[src/rtl/valid_ready_serializer_if.sv]
// Wide-in / narrow-out valid-ready bundle for valid_ready_serializer.
// slave  : serializer side (consumes write_*, produces read_*).
// master : environment side (produces write_*, consumes read_*).
interface valid_ready_serializer_if #(
    parameter int unsigned WIDTH = 8,
    parameter int unsigned RATIO = 4
);
    logic [WIDTH*RATIO-1:0] write_data;
    logic                   write_valid;
    logic                   write_ready;
    logic [WIDTH-1:0]       read_data;
    logic                   read_valid;
    logic                   read_ready;
    logic                   read_last;

    modport slave (
        input  write_data,
        input  write_valid,
        output write_ready,
        output read_data,
        output read_valid,
        input  read_ready,
        output read_last
    );

    modport master (
        output write_data,
        output write_valid,
        input  write_ready,
        input  read_data,
        input  read_valid,
        output read_ready,
        input  read_last
    );
endinterface

[src/rtl/valid_ready_serializer.sv]
// Wide-to-narrow valid-ready serializer: one WIDTH*RATIO word in, RATIO
// WIDTH-bit beats out, read_last on the final beat, no bubble between words.
// Build option: define VALID_READY_SERIALIZER_MSB_FIRST_EN to emit the most
// significant beat first (default is least significant beat first).
module valid_ready_serializer #(
    parameter int unsigned WIDTH = 8,
    parameter int unsigned RATIO = 4
) (
    input  logic                          clock,
    input  logic                          resetn,
    output logic                          busy,
    valid_ready_serializer_if.slave       bus
);
    localparam int unsigned COUNT_WIDTH = (RATIO > 1) ? $clog2(RATIO) : 1;
    localparam logic [COUNT_WIDTH-1:0] LAST_CNT = COUNT_WIDTH'(RATIO - 1);

    typedef enum logic {
        ST_EMPTY   = 1'b0,
        ST_SENDING = 1'b1
    } state_t;

    state_t                        r_state;
    state_t                        w_state_nxt;
    logic [RATIO-1:0][WIDTH-1:0]   r_data;
    logic [COUNT_WIDTH-1:0]        r_cnt;
    logic [COUNT_WIDTH-1:0]        w_beat_idx;
    logic                          w_write_en;
    logic                          w_read_en;
    logic                          w_cnt_last;

    assign w_cnt_last = (r_cnt == LAST_CNT);
    assign w_write_en = bus.write_valid & bus.write_ready;
    assign w_read_en  = bus.read_valid & bus.read_ready;

`ifdef VALID_READY_SERIALIZER_MSB_FIRST_EN
    assign w_beat_idx = LAST_CNT - r_cnt;
`else
    assign w_beat_idx = r_cnt;
`endif

    // State register: EMPTY until a word is loaded, SENDING while beats remain.
    always_ff @(posedge clock or negedge resetn) begin
        if (!resetn) begin
            r_state <= ST_EMPTY;
        end else begin
            r_state <= w_state_nxt;
        end
    end

    // Next state: a load on the last-beat edge keeps the serializer in SENDING.
    always_comb begin
        w_state_nxt = r_state;
        case (r_state)
            ST_EMPTY: begin
                if (w_write_en) begin
                    w_state_nxt = ST_SENDING;
                end
            end
            ST_SENDING: begin
                if (w_read_en && w_cnt_last && !w_write_en) begin
                    w_state_nxt = ST_EMPTY;
                end
            end
            default: w_state_nxt = ST_EMPTY;
        endcase
    end

    // Outputs: valid/last follow the state; write_ready also opens on the last-beat handshake.
    always_comb begin
        busy            = (r_state == ST_SENDING);
        bus.read_valid  = busy;
        bus.read_last   = busy & w_cnt_last;
        bus.write_ready = ~busy | (w_read_en & w_cnt_last);
        bus.read_data   = r_data[w_beat_idx];
    end

    // Holding register and beat counter; the word is only replaced on a write handshake.
    always_ff @(posedge clock or negedge resetn) begin
        if (!resetn) begin
            r_data <= '0;
            r_cnt  <= '0;
        end else begin
            if (w_write_en) begin
                r_data <= bus.write_data;
                r_cnt  <= '0;
            end else if (w_read_en) begin
                if (w_cnt_last) begin
                    r_cnt <= '0;
                end else begin
                    r_cnt <= r_cnt + 1'b1;
                end
            end
        end
    end
endmodule

[src/flat_wrapper.sv]
// flat-port wrapper written by rule: the top's interface ports become plain ports
module valid_ready_serializer_flat 
#(
    parameter int unsigned WIDTH = 8,
    parameter int unsigned RATIO = 4
)
  (clock, resetn, busy, bus_write_data, bus_write_valid, bus_write_ready, bus_read_data, bus_read_valid, bus_read_ready, bus_read_last);
  valid_ready_serializer_if #(.WIDTH(WIDTH), .RATIO(RATIO)) bus_i ();
  input  logic clock;
  input  logic resetn;
  output logic busy;
  input wire logic [$bits(bus_i.write_data)-1:0] bus_write_data;
  input wire logic [$bits(bus_i.write_valid)-1:0] bus_write_valid;
  output wire logic [$bits(bus_i.write_ready)-1:0] bus_write_ready;
  output wire logic [$bits(bus_i.read_data)-1:0] bus_read_data;
  output wire logic [$bits(bus_i.read_valid)-1:0] bus_read_valid;
  input wire logic [$bits(bus_i.read_ready)-1:0] bus_read_ready;
  output wire logic [$bits(bus_i.read_last)-1:0] bus_read_last;
  assign bus_i.write_data = bus_write_data;
  assign bus_i.write_valid = bus_write_valid;
  assign bus_write_ready = bus_i.write_ready;
  assign bus_read_data = bus_i.read_data;
  assign bus_read_valid = bus_i.read_valid;
  assign bus_i.read_ready = bus_read_ready;
  assign bus_read_last = bus_i.read_last;
  valid_ready_serializer #(.WIDTH(WIDTH), .RATIO(RATIO)) u_core (.clock(clock), .resetn(resetn), .busy(busy), .bus(bus_i));
endmodule
[config.mk]
export PLATFORM = sky130hd
export DESIGN_NAME = valid_ready_serializer_flat
export DESIGN_NICKNAME = d
export VERILOG_FILES = /design/src/rtl/valid_ready_serializer_if.sv /design/src/rtl/valid_ready_serializer.sv /design/src/flat_wrapper.sv
export SDC_FILE = /design/constraint.sdc
export NUM_CORES = 1
export LEC_CHECK = 0
export ABC_AREA = 1
export CORE_AREA = 2 2 69 71
export DETAILED_ROUTE_END_ITERATION = 16
export DIE_AREA = 0 0 71 73
export PLACE_DENSITY = 0.75
export SLEW_MARGIN = 10
export SYNTH_ARGS = -nofsm -noshare
export SYNTH_HDL_FRONTEND = slang
export SYNTH_SLANG_ARGS = --single-unit
[constraint.sdc]
create_clock -name clock -period 1.1 [get_ports clock]
set_input_delay 0.165 -clock clock [delete_from_list [all_inputs] [get_ports clock]]
set_output_delay 0.165 -clock clock [all_outputs]
set_load 0.01 [all_outputs]
==> run metrics <==
clk_lat worst skew ~0.30 ns; most numerous cell on the critical path nand2_1; syn avg cell area between 7 and 8 um^2; DRC 0; Hold Fails Final Rpt 0; die width approximately 71 um; dpl hpwl about 2900 um; first-pass GRT wire length 9470 um; GR peak layer met2; Buffers on Ports 47; layout cell share with drive strength beyond 1 44.4%; Rows 25; RSZ-0062 raised after global routing true; P_leak about 1.6 nW; CP Data Arrival Time around 1.5 ns; Starting DRT DRC Count 150; CTS root buf clkbuf_8; vias between 2000 and 2500; Sequential cell area 878 um^2; Worst Slack Setup Final -0.549 ns; crit path capture type primary output; crit start category flop; worst path cell trace buf_6 -> buf_12 -> nor2_2 -> nor2_1 -> nand2_1 -> nand2_1 -> buf_2; largest net degree at the start of global routing 36; Core ar. 4540 um^2; routed len/inst 16.3 um; Worst-Margin Slew roughly 0.39 ns; number of buffers on the longest clock path 2; worst path bufs/invs 3; die height between 70 and 80 um; failing checks setup timing; Routed WL about 6500 um; Tcrit/Tclk final 150%; M2 GR Usage between 40% and 50%; Num Clock Sinks 35; CTS Buf Count 5; Cell Area, Placed between 2000 and 3000 um^2; most frequent cells in the layout nand2_1, nand2_2, buf_4, clkdlybuf4s50_1, dfrtp_1; CP Max Fanout 5; num ports 48; status finished with violations; critical path required time approximately 0.94 ns; synth warn 0; routability congestion estimate between 0.7 and 0.8; post-route ant nets 0; detailed-router iteration count before antenna repair 4; slew margin rel. 74.1%; clock skew about 0.011 ns; Achievable Freq approximately 0.61 GHz; initial core utilization a little over two fifths; VDD IR max 1430 uV; CP top delay family flip-flops; grt met1 use 28.0%; GR Layer Usage met3 5.80%; sequential area share after synthesis 45.8%; clock transition at the registers of the reported paths roughly 0.080 ns; ANT cells 0; Via-to-Cell Ratio 5.09; crit path kind reg -> out; GRT Resource Usage Total about 24%; Fill cells around 320; setup TNS -19.91 ns; number of max-cap violations 0; Critical-path top delay cell dfrtp_2; grt ovf 0; crit path time final ~1.6 ns; CTS tree yes; nets@finish about 380; fin area 3300 um^2; commonest non-fill, non-tap cell in the layout nand2_1; Synth Cell Area ~1900 um^2; H-Tree Level Count 2; Synth cell types 16; power density over cell area 2720 nW/um^2; Slowest Stage Delay on Critical Path 0.44 ns; Mapped Nets between 200 and 300; initial antenna violation count 0; #FFs+latches synth 35; area of the multi-input gates around 1100 um^2; synthesis-to-finish area growth 72.7%; vias in the first global route about 2000; Hold/Removal Path Class in -> async; Mapped Cells 240; Slew Limit Fails 0; die area between 5000 and 6000 um^2; Final setup viols 47
==> layout make-up <==
type                    instances  share of cell area, %
repair buffers                105                   33.2
multi-input cells             172                   32.5
clock buffers                   7                   2.92
well taps                      54                   2.05
clock inverters                 1                  0.227
flip-flops and latches         35                   26.6
inverters                      22                   2.50
==> path summary, 6_finish.rpt <==
check                      depth (start not counted)                     to               from  slack [ns]
min in group clock                                 3       u_core.r_data[5]  bus_write_data[5]        0.41
min                                                3       u_core.r_data[4]             resetn        0.36
min reg2reg                                        2      u_core.r_data[31]  u_core.r_data[31]        0.49
max in group asynchronous                          3  u_core.bus.read_valid             resetn        0.54
max                                                7       bus_read_data[4]    u_core.r_cnt[0]       -0.55
max reg2reg                                        9      u_core.r_data[17]    u_core.r_cnt[0]       -0.51
==> sequential cells by signal, summed over array words and instances (netlist names) <==
signal                 cells
u_core.r_cnt               2
u_core.bus.read_valid      1
u_core.r_data             32
==> cells in the mapped netlist, drive strengths merged <==
cell type | count | area (um^2)
nand3 | 33 | 165
buf | 16 | 144
nor2 | 15 | 56.3
o21ai | 1 | 5.00
nand2 | 109 | 510
ha | 1 | 12.5
inv | 22 | 82.6
dfrtp | 35 | 876
o211ai | 8 | 60.1
==> report_power, final <==
part	total, mW	leakage (nW)	internal, mW	switching (mW)
Clock	1.08	0.0505	0.570	0.514
Combinational	5.58	1.15	2.93	2.65
Sequential	2.31	0.433	1.87	0.436
Total	8.97	1.63	5.37	3.60
==> tightest hold or removal path: stages <==
cell	delay, ns
dlygate4sd3_1	0.52
clkbuf_2	0.12
buf_12	0.21
==> per-layer routing <==
metal | wire length [um] | vias up
met5 | 0 | -
met4 | 240 | 0
met3 | 398 | 23
met2 | 3410 | 87
met1 | 2420 | 952
li1 | - | 955
==> timing repair <==
item,4_1_cts,5_1_grt
hold buffers,1,0
gates resized for setup,82,42
gates cloned,8,3
endpoints found under the hold margin,35,0
pin swaps,15,9
setup endpoints to repair,47,47
buffers inserted,7,4
==> through the flow <==
step	total power, mW	instances	utilization (%)	hold WS (ns)	setup WS [ns]
2_1_floorplan	4.39	240	-	-0.131	-0.0632
3_3_place_gp	6.07	366	58.5	0.146	-0.429
3_5_place_dp	6.17	366	58.5	0.146	-0.464
4_1_cts	8.05	390	67.7	0.375	-0.484
5_1_grt	9.47	396	72.8	0.404	-0.585
6_report	8.97	396	72.8	0.355	-0.549
==> logic make-up after synthesis <==
kind of cell / Yosys count / synth area share, %
DFF: 35 / 45.8
and+or+nand+nor: 157 / 38.3
AOI/OAI and AO/OA: 9 / 3.40
adders and majority gates: 1 / 0.654
buffers and inverters: 38 / 11.8
Power figures use the tool's default switching activity.
